--- src/rtl/axis_pkt_fifo.sv ---
// Store-and-forward AXI-Stream packet FIFO; whole packets are presented only after tlast is stored.
// Latency: first beat is valid the cycle after its packet's last beat is written, then one beat per cycle.
// Backpressure: s_tready drops while full; a partial packet that fills storage cuts through to avoid deadlock.
module axis_pkt_fifo #(
  parameter int DATA_W = 8,
  parameter int ADDR_W = 4
) (
  input  logic              clk,
  input  logic              reset_n,
  input  logic [DATA_W-1:0] s_tdata,
  input  logic              s_tvalid,
  input  logic              s_tlast,
  output logic              s_tready,
  output logic [DATA_W-1:0] m_tdata,
  output logic              m_tvalid,
  output logic              m_tlast,
  input  logic              m_tready,
  output logic [ADDR_W:0]   fill_level,
  output logic [ADDR_W:0]   pkt_count,
  output logic              oversize
);

  localparam int DEPTH = 2 ** ADDR_W;
  localparam logic [ADDR_W:0] ONE = (ADDR_W + 1)'(1);

  // Each entry holds {last, data}.
  logic [DATA_W:0] mem_q [DEPTH];

  logic [ADDR_W:0] wr_ptr_q, wr_ptr_d;
  logic [ADDR_W:0] rd_ptr_q, rd_ptr_d;
  logic [ADDR_W:0] fill_q, fill_d;
  logic [ADDR_W:0] pkt_count_q, pkt_count_d;
  logic            release_q, release_d;
  logic            oversize_q, oversize_d;

  logic            empty, full;
  logic            wr_en, rd_en, wr_last, rd_last;
  logic [DATA_W:0] head;

  // Status decode, handshakes and first-word fall-through output view.
  always_comb begin
    empty      = (wr_ptr_q == rd_ptr_q);
    full       = (wr_ptr_q[ADDR_W-1:0] == rd_ptr_q[ADDR_W-1:0]) &&
                 (wr_ptr_q[ADDR_W] != rd_ptr_q[ADDR_W]);
    head       = mem_q[rd_ptr_q[ADDR_W-1:0]];
    s_tready   = reset_n && !full;
    // A stored partial packet is only exposed once release has been granted.
    m_tvalid   = !empty && ((pkt_count_q != '0) || release_q);
    m_tdata    = empty ? '0 : head[DATA_W-1:0];
    m_tlast    = !empty && head[DATA_W];
    wr_en      = s_tvalid && s_tready;
    rd_en      = m_tvalid && m_tready;
    wr_last    = wr_en && s_tlast;
    rd_last    = rd_en && head[DATA_W];
    fill_level = fill_q;
    pkt_count  = pkt_count_q;
    oversize   = oversize_q;
  end

  // Next-state for pointers, occupancy counters and the cut-through release.
  always_comb begin
    wr_ptr_d    = wr_en ? wr_ptr_q + ONE : wr_ptr_q;
    rd_ptr_d    = rd_en ? rd_ptr_q + ONE : rd_ptr_q;

    fill_d      = fill_q;
    if (wr_en && !rd_en) begin
      fill_d = fill_q + ONE;
    end else if (!wr_en && rd_en) begin
      fill_d = fill_q - ONE;
    end

    pkt_count_d = pkt_count_q;
    if (wr_last && !rd_last) begin
      pkt_count_d = pkt_count_q + ONE;
    end else if (!wr_last && rd_last) begin
      pkt_count_d = pkt_count_q - ONE;
    end

    // Full with no complete packet means the packet is longer than storage:
    // stream it out as it arrives until its last beat leaves.
    release_d  = release_q;
    oversize_d = oversize_q;
    if (full && (pkt_count_q == '0)) begin
      release_d  = 1'b1;
      oversize_d = 1'b1;
    end
    if (rd_last) begin
      release_d = 1'b0;
    end
  end

  // Control state; reset discards everything, including any half-sent packet.
  always_ff @(posedge clk or negedge reset_n) begin
    if (!reset_n) begin
      wr_ptr_q    <= '0;
      rd_ptr_q    <= '0;
      fill_q      <= '0;
      pkt_count_q <= '0;
      release_q   <= 1'b0;
      oversize_q  <= 1'b0;
    end else begin
      wr_ptr_q    <= wr_ptr_d;
      rd_ptr_q    <= rd_ptr_d;
      fill_q      <= fill_d;
      pkt_count_q <= pkt_count_d;
      release_q   <= release_d;
      oversize_q  <= oversize_d;
    end
  end

  // Storage array; contents need no reset since pointers gate visibility.
  always_ff @(posedge clk) begin
    if (wr_en) begin
      mem_q[wr_ptr_q[ADDR_W-1:0]] <= {s_tlast, s_tdata};
    end
  end

endmodule

--- config.mk ---
export PLATFORM = sky130hd
export DESIGN_NAME = axis_pkt_fifo
export DESIGN_NICKNAME = d
export VERILOG_FILES = /design/src/rtl/axis_pkt_fifo.sv
export SDC_FILE = /design/constraint.sdc
export NUM_CORES = 1
export LEC_CHECK = 0
export ABC_AREA = 1
export BUFFER_PORTS_ARGS = -buffer_cell sky130_fd_sc_hd__buf_2
export CAP_MARGIN = 20
export CORE_ASPECT_RATIO = 0.7
export CORE_MARGIN = 2
export CORE_UTILIZATION = 61
export CTS_CLUSTER_DIAMETER = 60
export CTS_CLUSTER_SIZE = 16
export DETAILED_ROUTE_END_ITERATION = 10
export GPL_TIMING_DRIVEN = 0
export PLACE_DENSITY = 0.82
export REMOVE_ABC_BUFFERS = 1
export SYNTH_ARGS = -nofsm -noshare
export SYNTH_HDL_FRONTEND = slang
export SYNTH_SLANG_ARGS = --single-unit
export TNS_END_PERCENT = 1
--- constraint.sdc ---
create_clock -name clk -period 2.9 [get_ports clk]
set_input_delay 0.29 -clock clk [delete_from_list [all_inputs] [get_ports clk]]
set_output_delay 0.29 -clock clk [all_outputs]
set_load 0.01 [all_outputs]
# After elaboration in Yosys (flattened, before gate mapping)
# Memory sizes are Yosys's and may differ from the RTL's.
# Index checks and enable logic that the tools add are counted.
[classes]
n_mux = 9
n_eq_ne = 3
add_sub_neg = 6
reduce_logical = 25
[ops]
columns = ["operator", "count"]
rows = [
  ["5-bit by 1-bit adder with 5-bit output (second input constant)", 4],
  ["5-bit 2-to-1 mux", 4],
  ["1-bit logical AND", 13],
  ["5-bit by 1-bit subtractor with 5-bit output (second input constant)", 2],
  ["8-bit 2-to-1 mux", 1],
  ["1-bit logical NOT", 6],
  ["2-bit nonzero test", 3],
  ["5-bit == test", 1],
  ["5-bit logical NOT", 1],
  ["5-bit nonzero test", 1],
  ["4-bit == test", 1],
  ["1-bit 2-to-1 mux", 4],
  ["1-bit logical OR", 1],
  ["1-bit inequality test", 1],
]
[word_totals]
reg_bits = 22
elab_cells = 50
n_memories = 1
out_inout_bits = 22
ramBits = 144
[memory_table]
columns = ["name", "words", "word_bits", "rd", "rd_ports_with_merged_regs", "write_ports", "line", "text"]
rows = [
  ["mem_q", 16, 9, 1, 0, 1, "27", "logic [DATA_W:0] mem_q [DEPTH];"],
]

# Depth between registers and ports, before layout
# Gate-level depths: netlist of run 1.
[logic_depth]
ltp_word = 10
mapped_depth = 20
depth_no_buf = 19

# Least setup slack after synthesis of run 1
# No wires, ideal clock.
[synth_path]
path_kind = "flip-flop to flip-flop"
startpoint = "register rd_ptr_q[0]"
endpoint = "register pkt_count_q[4] (netlist: pkt_count[4])"
required_time_ps = 2779
path_stages_with_launch = 20
t_arrival_ps = 2409
synth_period_minus_slack_ps = 2530
slack_ps = 370
path_buffers = 2
path_cell_list = "dfrtp_1 > inv_2 > buf_6 > buf_2 > nand2_1 > nand3_1 > nand3_1 > nand3_1 > nand2_1 > nor2_1 > inv_1 > ha_1 > inv_1 > ha_1 > a21oi_1 > o21ai_0 > a21oi_1 > o21ai_0 > nand2_1 > nand2_1"
[synth_via]
elab_chain_len = 9
elab_cells_between_ends = 18
cone_classes = "eq/ne: 2; mux: 1; reduce/logical: 14; memory: 1"
[synth_lines]
columns = ["element", "line", "text"]
rows = [
  ["from (decl)", "30", "logic [ADDR_W:0] rd_ptr_q, rd_ptr_d;"],
  ["from (signal assigned)", "103", "rd_ptr_q <= rd_ptr_d;"],
  ["parallel branches: the longest is 9 deep, another holds memory read 16 x 9 bit", "--", ""],
  ["to (signal assigned)", "105", "pkt_count_q <= pkt_count_d;"],
  ["to (decl)", "32", "logic [ADDR_W:0] pkt_count_q, pkt_count_d;"],
]
# Several ways; the timed one is not identified.
# A chain may end at the register's enable or synchronous reset.

# Worst setup path in the final report of run 1
[layout_path]
startpoint = "register rd_ptr_q[0]"
endpoint = "register pkt_count_q[3] (netlist: pkt_count[3])"
# Same word-level chain as after synthesis.

==> results.sh, run 1 <==
export IMPL_status="complete, no violations"
export IMPL_yosys_most_used_dff="edfxtp_1"
export IMPL_ys_ff_latch=166
export IMPL_grt_max_degree=34
export IMPL_grt_usage=0.299
export IMPL_grt_pass1_wl_um=27800
export IMPL_rsz0062_at_grt="true"
export IMPL_syn_cell_area_um2=7340
export IMPL_ir_worst_vdd_mv=0.585
export IMPL_period_needed_ps=2810
export IMPL_routed_wl_um=18600
export IMPL_yosysWarningCount=0
export IMPL_drt_wirelength_per_cell_um=20.1
export IMPL_cp_num_buf_inv=5
export IMPL_cp_top_family="simple AND/OR/NAND/NOR gates"
export IMPL_num_rows=33
export IMPL_layout_nets=782
export IMPL_drc=0
export IMPL_worst_slew_pin_slew_ps=854
export IMPL_whs_ps=235
export IMPL_fmax_mhz=356
export IMPL_maxCapViolCount=0
export IMPL_synth_distinct_cells=28
export IMPL_total_power_mw=9.03
export IMPL_num_io_pins=35
export IMPL_critPathMaxStageDelay_ps=520
export IMPL_ant_nets=0
export IMPL_r2r_cells=18
export IMPL_vias_per_cell=5.97
export IMPL_clk_pin_slew_ps=70
export IMPL_hold_violations=0
export IMPL_whs_endpoint="rd_ptr_q[2]$_DFFE_PN0P_"
export IMPL_holdPathStages=3
export IMPL_fin_crit_sh=0.968
export IMPL_die_x_um=135
export IMPL_synth_enable_flop_cells=144
export IMPL_antenna_found_initial=0
export IMPL_start_util=0.626
export IMPL_drive_gt1_frac=0.181
export IMPL_core_area_um2=11700
export IMPL_die_area_um2=12900
export IMPL_worstHoldStart="m_tready"
export IMPL_path_max_fanout=17
export IMPL_cts_sinks=166
export IMPL_power_density_nw_per_um2=1050
export IMPL_htreeDepth=4
export IMPL_gr_total_overflow=0
export IMPL_cp_end_kind="flip-flop"
export IMPL_synth_cells=688
export IMPL_worstPathRequired_ps=3210
export IMPL_first_global_vias=5224
export IMPL_reg2reg_slack_ps=90
export IMPL_avgSynthCellArea_um2=10.7
export IMPL_p_leak_nw=3.40
export IMPL_slew_headroom=0.428
export IMPL_crit_path_start_kind="flip-flop"
export IMPL_critPathKind="flip-flop to flip-flop"
export IMPL_timing_rr_end="pkt_count[3]$_DFFE_PN0P_"
export IMPL_n_antenna_cell=0
export IMPL_crit_top_cell="nand2_1"
export IMPL_area_growth_pct=17.7
export IMPL_gp_congestion=0.858
export IMPL_die_h_um=95.8
export IMPL_root_buffer="clkbuf_16"
export IMPL_synth_async_sr_flop_share=0.133
export IMPL_num_vias=5511
export IMPL_drv_slew=0
export IMPL_firstDrtPassIters=7
export IMPL_dr_first_iter_drc_count=585
export IMPL_hold_path_class="input port to flip-flop"
export IMPL_slowest_stage="dfrtp_4"
export IMPL_dp_hpwl_um=10300
export IMPL_setup_viol=0
export IMPL_numCtsBuffers=17
export IMPL_cp_arrival_ps=3120
export IMPL_reg2reg_from="rd_ptr_q[0]$_DFFE_PN0P_"
export IMPL_clock_path_buffers=2
export IMPL_cp_cell_sequence="buf_16 -> inv_16 -> nand2_1 -> nand3_1 -> nand2_1 -> nand2_1 -> nand2_1 -> inv_1 -> nand2_1 -> nor2_2 -> inv_1 -> ha_2 -> inv_4 -> ha_1 -> a21oi_2 -> nand2_1 -> xor2_1 -> mux2_2"
export IMPL_clk_latency_ps=420
export IMPL_critPathLaunch="rd_ptr_q[0]$_DFFE_PN0P_"
export IMPL_synth_seq_area_share=0.664
export IMPL_io_buffers=34
export IMPL_cts_tree="yes"
export IMPL_clock_skew_ps=8.71
worst max path at each step:
stage | to | cells past startpoint | slack [ps]
after floorplan | pkt_count[4]$_DFFE_PN0P_ | 16 | -1450
after global placement | pkt_count[4]$_DFFE_PN0P_ | 16 | -2770
after detailed placement | pkt_count[4]$_DFFE_PN0P_ | 16 | -1490
after CTS | pkt_count[3]$_DFFE_PN0P_ | 18 | 40
after global routing | pkt_count[4]$_DFFE_PN0P_ | 16 | -50
final | pkt_count[3]$_DFFE_PN0P_ | 18 | 90
layout make-up:
cell class              instances  area [µm²]
clock buffers                  21         480
clock inverters                11         124
fillers                       750        3090
inverters                      46         204
multi-input cells             446        2200
flip-flops and latches        166        4890
well taps                     157         196
repair buffers                 73         526
repair inverters                3        25.0
power breakdown:
part	internal [mW]	switching, mW
combinational	1.34	2.36
sequential	2.83	0.243
clock	1.36	0.903
cells in the mapped netlist (3+ instances only):
library cell,count,area (µm²)
edfxtp_1,144,4320
buf_4,7,52.6
buf_2,14,70.1
xnor2_1,6,52.6
nand2_1,129,484
nor2_1,135,507
o21ai_1,4,20.0
xor2_1,8,70.1
inv_1,41,154
nand3_1,41,205
ha_1,14,175
nor3_1,15,75.1
nand3_2,3,30.0
clkbuf_1,8,30.0
o21ai_0,68,340
a21oi_1,13,65.1
dfrtp_1,22,551
placed cells by master (no fill, tap or decap), drive strengths merged, types with 2 or more instances in the layout:
cell type  count
inv           45
fa             2
or2            2
nand2        129
edfxtp       144
bufinv         2
dfrtp         22
ha            14
clkinv         7
nor3          15
clkinvlp       6
nor2         136
xor2           8
o21ai         72
a21oi         13
nand3         45
xnor2          6
buf           70
clkbuf        22
cell families after synthesis:
logic type,after synthesis,synth area share
buf+inv,77,0.0477
compound gates,88,0.0609
xor+xnor,14,0.0167
simple gates,326,0.180
flops,166,0.664
fa+ha+maj,16,0.0293
mux,1,0.00153
registers in the layout, summed over array words and instances (netlist names):
register,cells
mem_q,144
fill_level,5
pkt_count,5
rd_ptr_q,5
wr_ptr_q,5
oversize,1
release_q,1
metal layers:
layer	track usage	up-vias	share of wire
met2	0.490	394	0.47
li1	-	2454	-
met5	0	-	0
met4	0.116	0	0.033
met1	0.392	2602	0.37
met3	0.0769	61	0.12
timing repair:
action / 4_1_cts / 5_1_grt
pin swaps: 3 / 3
endpoints found under the hold margin: 22 / 0
gates resized for setup: 22 / 13
setup endpoints to repair: 170 / 11
setup buffers: 17 / 3
gates cloned: 5 / 1
hold buffers: 1 / 0
worst reg2reg max path: stages (launching register included):
cell     delay (ps)
dfrtp_4         520
buf_16          180
inv_16          130
nand2_1          70
nand3_1          70
nand2_1          80
nand2_1          60
nand2_1          70
inv_1            60
nand2_1          90
nor2_2          150
inv_1            60
ha_2            200
inv_4            90
ha_1            270
a21oi_2         130
nand2_1          70
xor2_1          130
mux2_2          260
through the flow:
stage | cell area [µm²] | worst slack [ps] | util | TNS (ps) | std cells
3_3_place_gp | 7530 | -2770 | 0.642 | -347030 | 848
3_5_place_dp | 7640 | -1490 | 0.652 | -115910 | 864
4_1_cts | 8550 | 39.7 | 0.729 | 0 | 919
2_1_floorplan | 7170 | -1450 | - | -110880 | 657
5_1_grt | 8640 | -51.0 | 0.737 | -92.3 | 923
6_report | 8640 | 93.8 | 0.737 | 0 | 923
Note: power is estimated with default switching activity, not from simulation.
==> run 2, diff against run 1 <==
BUFFER_PORTS_ARGS = -buffer_cell sky130_fd_sc_hd__buf_4   (was -buffer_cell sky130_fd_sc_hd__buf_2)
CORE_ASPECT_RATIO = 1.1   (was 0.7)
CORE_UTILIZATION = 40   (was 61)
PLACE_DENSITY = 0.59   (was 0.82)
==> run 2 against run 1 <==
Power shrank 0.16%. Sequential share of layout area shrank 1.7 points. Cell area grew 3.0%. Critical path depth shrank 2.
==> results.sh, run 2 (same netlist as run 1, synthesis figures left out) <==
export IMPL_status="complete, no violations"
export IMPL_die_x_um=133
export IMPL_drt_wirelength_per_cell_um=17.4
export IMPL_ir_worst_vdd_mv=0.616
export IMPL_htreeDepth=4
export IMPL_cp_arrival_ps=3050
export IMPL_grt_pass1_wl_um=26800
export IMPL_final_cell_mix="144 x edfxtp_1, 132 x nor2_1, 129 x nand2_1"
export IMPL_root_buffer="clkbuf_16"
export IMPL_final_common_cell="edfxtp_1"
export IMPL_crit_path_start_kind="flip-flop"
export IMPL_clk_latency_ps=430
export IMPL_ant_nets=0
export IMPL_fin_cells=995
export IMPL_cp_end_kind="flip-flop"
export IMPL_drive_gt1_frac=0.181
export IMPL_period_needed_ps=2750
export IMPL_seqCellArea_um2=4880
export IMPL_clock_path_buffers=2
export IMPL_antenna_found_initial=0
export IMPL_drc=0
export IMPL_area_growth_pct=21.2
export IMPL_multi_input_area_um2=2280
export IMPL_power_density_nw_per_um2=1010
export IMPL_fmax_mhz=364
export IMPL_die_h_um=146
export IMPL_rsz0062_at_grt="true"
export IMPL_num_rows=51
export IMPL_grt_max_degree=43
export IMPL_routed_wl_um=17300
export IMPL_hold_path_class="input port to flip-flop"
export IMPL_nFillCells=1625
export IMPL_path_max_fanout=14
export IMPL_first_global_vias=4887
export IMPL_firstDrtPassIters=5
export IMPL_layout_nets=774
export IMPL_dp_hpwl_um=9740
export IMPL_io_buffers=34
export IMPL_drv_slew=0
export IMPL_die_area_um2=19500
export IMPL_dr_first_iter_drc_count=288
export IMPL_core_area_um2=17900
export IMPL_n_antenna_cell=0
export IMPL_start_util=0.411
export IMPL_placedCellCount=934
export IMPL_worstHoldStart="s_tdata[7]"
export IMPL_critPathKind="flip-flop to flip-flop"
export IMPL_cts_sinks=166
export IMPL_hold_violations=0
export IMPL_vias_per_cell=5.10
export IMPL_largest_reg_flops=144
export IMPL_cts_tree="yes"
export IMPL_gr_total_overflow=0
export IMPL_setup_viol=0
export IMPL_num_io_pins=35
export IMPL_slew_headroom=0.335
export IMPL_worstPathRequired_ps=3210
export IMPL_numCtsBuffers=17
export IMPL_maxCapViolCount=0
export IMPL_critPathLaunch="rd_ptr_q[1]$_DFFE_PN0P_"
export IMPL_clock_skew_ps=8.11
export IMPL_gp_congestion=0.796
export IMPL_postLayoutCoreUtil=0.498
export IMPL_worst_slew_pin_slew_ps=992
export IMPL_fin_crit_sh=0.947
export IMPL_p_leak_nw=3.40
export IMPL_num_vias=5075
export IMPL_reg2reg_from="rd_ptr_q[1]$_DFFE_PN0P_"
export IMPL_grt_usage=0.184
export IMPL_clk_pin_slew_ps=60
## run 2: cell types whose count changed in the layout (fill, tap and decap cells not counted), sizes merged
cell / change
clkinv: -1
buf: -5
bufinv: +1
clkbuf: -4
## run 2: timing repair
item                                   in CTS  in global routing
resized for setup                          18                 10
hold buffers                                1                  0
pin swaps                                   3                  3
gates cloned                                3                  0
endpoints found under the hold margin      22                  0
buffers inserted                           18                  6
setup endpoints to repair                 170                  4
## run 2: worst paths after layout
check	depth (start not counted)	end	slack, ps
min in group asynchronous	2	pkt_count[0]$_DFFE_PN0P_	310
hold reg to reg	1	oversize$_DFFE_PN0P_	490
setup / recovery	16	pkt_count[3]$_DFFE_PN0P_	150
max in group asynchronous	2	rd_ptr_q[0]$_DFFE_PN0P_	2300
setup reg to reg	16	pkt_count[3]$_DFFE_PN0P_	150
hold / removal	1	mem_q[4][7]$_DFFE_PP_	170
## run 2: worst max-delay path: stages (launching register included)
cell,delay [ps]
dfrtp_2,380
buf_12,120
clkinvlp_4,110
buf_16,170
nand2_1,60
nand2_1,80
nor2_4,150
nand3_4,130
nand3_4,120
nor2_1,50
ha_1,220
inv_2,130
ha_1,270
a21oi_1,140
nand2_1,80
xor2_1,140
mux2_2,250
## run 2: power by group
group          internal [mW]  switching, mW  leakage, nW
registers               2.83          0.223         1.57
logic                   1.51           2.21         1.55
clock network           1.34          0.897        0.274
total                   5.69           3.33         3.40
## run 2: metal layers
| metal | share of wire | track usage | vias to the layer above | wire length (µm) |
|---|---|---|---|---|
| li1 | - | - | 2434 | - |
| met1 | 0.43 | 0.238 | 2460 | 7500 |
| met2 | 0.49 | 0.306 | 146 | 8500 |
| met3 | 0.057 | 0.0448 | 35 | 991 |
| met4 | 0.019 | 0.0644 | 0 | 321 |
| met5 | 0 | 0 | - | 0 |
## run 2: cell type report
| class | count | area share |
|---|---|---|
| Clock inverter | 13 | 0.0174 |
| Multi-Input combinational cell | 446 | 0.256 |
| Timing Repair inverter | 1 | 0.000984 |
| Clock buffer | 18 | 0.0482 |
| Inverter | 46 | 0.0225 |
| Timing Repair Buffer | 67 | 0.0723 |
| Tap cell | 238 | 0.0335 |
| Sequential cell | 166 | 0.549 |
## run 2: metrics by stage
step	hold WS (ps)	power [mW]	cell area [µm²]	setup slack [ps]	TNS, ps
4_1_cts	161	8.92	8770	-21.8	-21.8
2_1_floorplan	-5.59	4.99	7170	-1450	-110880
6_report	168	9.02	8900	154	0
5_1_grt	175	9.57	8900	-7.87	-13.5
3_3_place_gp	205	6.05	7720	-3080	-418240
3_5_place_dp	214	6.20	7880	-1500	-149860
==> run 3, diff against run 2 <==
PLACE_DENSITY = 0.61   (was 0.59)
clock period = 2.7 ns   (was 2.9 ns; I/O delays follow)
==> run 3 against run 2 <==
Global-route usage shrank 0.092 points. Critical path depth shrank 6. Hold slack lost 9.6 ps. Power is 8.2% higher. Sequential power is 7.9% higher. Via count increased by 0.55%. Cell area up 0.27%. Final cell count is 0.30% higher. Die area unchanged. Highest routed layer unchanged.
==> results.sh, run 3 (same netlist as run 1, synthesis figures left out) <==
export IMPL_status="complete, no violations"
export IMPL_hold_path_class="input port to flip-flop"
export IMPL_start_util=0.411
export IMPL_vias_per_cell=5.11
export IMPL_clk_latency_ps=430
export IMPL_firstDrtPassIters=5
export IMPL_whs_endpoint="mem_q[2][1]$_DFFE_PP_"
export IMPL_postLayoutCoreUtil=0.499
export IMPL_layout_nets=776
export IMPL_drive_gt1_frac=0.197
export IMPL_final_common_cell="edfxtp_1"
export IMPL_die_h_um=146
export IMPL_numCtsBuffers=17
export IMPL_final_cell_mix="144 x edfxtp_1, 131 x nor2_1, 126 x nand2_1"
export IMPL_root_buffer="clkbuf_16"
export IMPL_grt_pass1_wl_um=26900
export IMPL_placedCellCount=931
export IMPL_drc=0
export IMPL_cp_end_kind="primary output"
export IMPL_cts_tree="yes"
export IMPL_gr_total_overflow=0
export IMPL_p_leak_nw=3.40
export IMPL_whs_ps=159
export IMPL_cts_sinks=166
export IMPL_dr_first_iter_drc_count=344
export IMPL_worstPathRequired_ps=2430
export IMPL_antenna_found_initial=0
export IMPL_n_antenna_cell=0
export IMPL_first_global_vias=4980
export IMPL_reg2reg_slack_ps=100
export IMPL_r2r_cells=16
export IMPL_clk_pin_slew_ps=60
export IMPL_core_area_um2=17900
export IMPL_dp_hpwl_um=9530
export IMPL_area_growth_pct=21.5
export IMPL_rsz0062_at_grt="true"
export IMPL_num_vias=5103
export IMPL_crit_path_start_kind="flip-flop"
export IMPL_drv_slew=0
export IMPL_clock_skew_ps=6.70
export IMPL_reg2reg_from="rd_ptr_q[0]$_DFFE_PN0P_"
export IMPL_holdPathStages=1
export IMPL_io_buffers=34
export IMPL_timing_rr_end="pkt_count[3]$_DFFE_PN0P_"
export IMPL_cp_arrival_ps=2330
export IMPL_fmax_mhz=384
export IMPL_hold_violations=0
export IMPL_htreeDepth=4
export IMPL_num_rows=51
export IMPL_grt_max_degree=43
export IMPL_fin_cells=998
export IMPL_power_density_nw_per_um2=1090
export IMPL_critPathKind="flip-flop to primary output"
export IMPL_num_io_pins=35
export IMPL_ir_worst_vdd_mv=0.798
export IMPL_fin_crit_sh=0.964
export IMPL_grt_usage=0.184
export IMPL_tns_ps=0
export IMPL_period_needed_ps=2600
export IMPL_largest_reg_flops=144
export IMPL_gp_congestion=0.779
export IMPL_worst_slew_pin_slew_ps=1040
export IMPL_maxCapViolCount=0
export IMPL_clock_path_buffers=2
export IMPL_die_x_um=133
export IMPL_critPathLaunch="rd_ptr_q[0]$_DFFE_PN0P_"
export IMPL_slew_headroom=0.301
export IMPL_routed_wl_um=17200
export IMPL_die_area_um2=19500
export IMPL_ant_nets=0
export IMPL_setup_viol=0
export IMPL_worstHoldStart="s_tdata[1]"
export IMPL_drt_wirelength_per_cell_um=17.2
export IMPL_path_max_fanout=22
## run 3: report_power, final
part           internal (mW)  switching, mW
registers               3.04          0.251
logic                   1.70           2.46
clock network           1.34          0.964
## run 3: worst max path at each step
stage	endpoint	slack, ps	cells past startpoint
floorplan	pkt_count[4]$_DFFE_PN0P_	-1650	16
global placement	pkt_count[4]$_DFFE_PN0P_	-3240	16
detailed placement	pkt_count[4]$_DFFE_PN0P_	-1660	16
CTS	pkt_count[4]$_DFFE_PN0P_	-0.6	17
global route	pkt_count[4]$_DFFE_PN0P_	-40	20
finish	m_tdata[5]	100	10
## run 3: final cells by class
class,instances,area [µm²]
clock buffer,17,425
sequential,166,4880
timing repair inverter,3,25.0
inverter,46,205
multi-input combinational,446,2340
fill,1571,8940
tap,238,298
timing repair buffer,67,612
clock inverter,15,136
## run 3: critical path, stage by stage, from the launching register on
cell and delay [ps]:
dfrtp_4 580, buf_8 180, buf_4 130, buf_16 170, nor2_1 60, nor2_1 70, o21ai_0 90, nand3_1 100
nand3_1 70, a21oi_1 260, buf_4 180
## run 3: per-stage QoR
stage	setup WS, ps	area [µm²]	power (mW)
6_report	96.2	8920	9.76
5_1_grt	-42.5	8920	10.4
4_1_cts	-0.553	8740	9.49
3_5_place_dp	-1660	7820	6.62
3_3_place_gp	-3240	7720	6.48
2_1_floorplan	-1650	7170	5.36
## run 3: routing by layer
layer / up-vias / GRT usage / routed length (µm)
met3: 30 / 0.0427 / 973
met1: 2472 / 0.237 / 7370
met5: - / 0 / 0
met2: 152 / 0.301 / 8520
met4: 0 / 0.0718 / 336
li1: 2449 / - / -
## run 3: what timing repair did
item                                   in CTS  in global routing
setup endpoints to repair                 176                 14
endpoints found under the hold margin      22                  0
gates resized for setup                    24                 30
pin swaps                                   3                 10
cloned                                      5                  0
buffers inserted                           21                  7
hold buffers                                1                  0
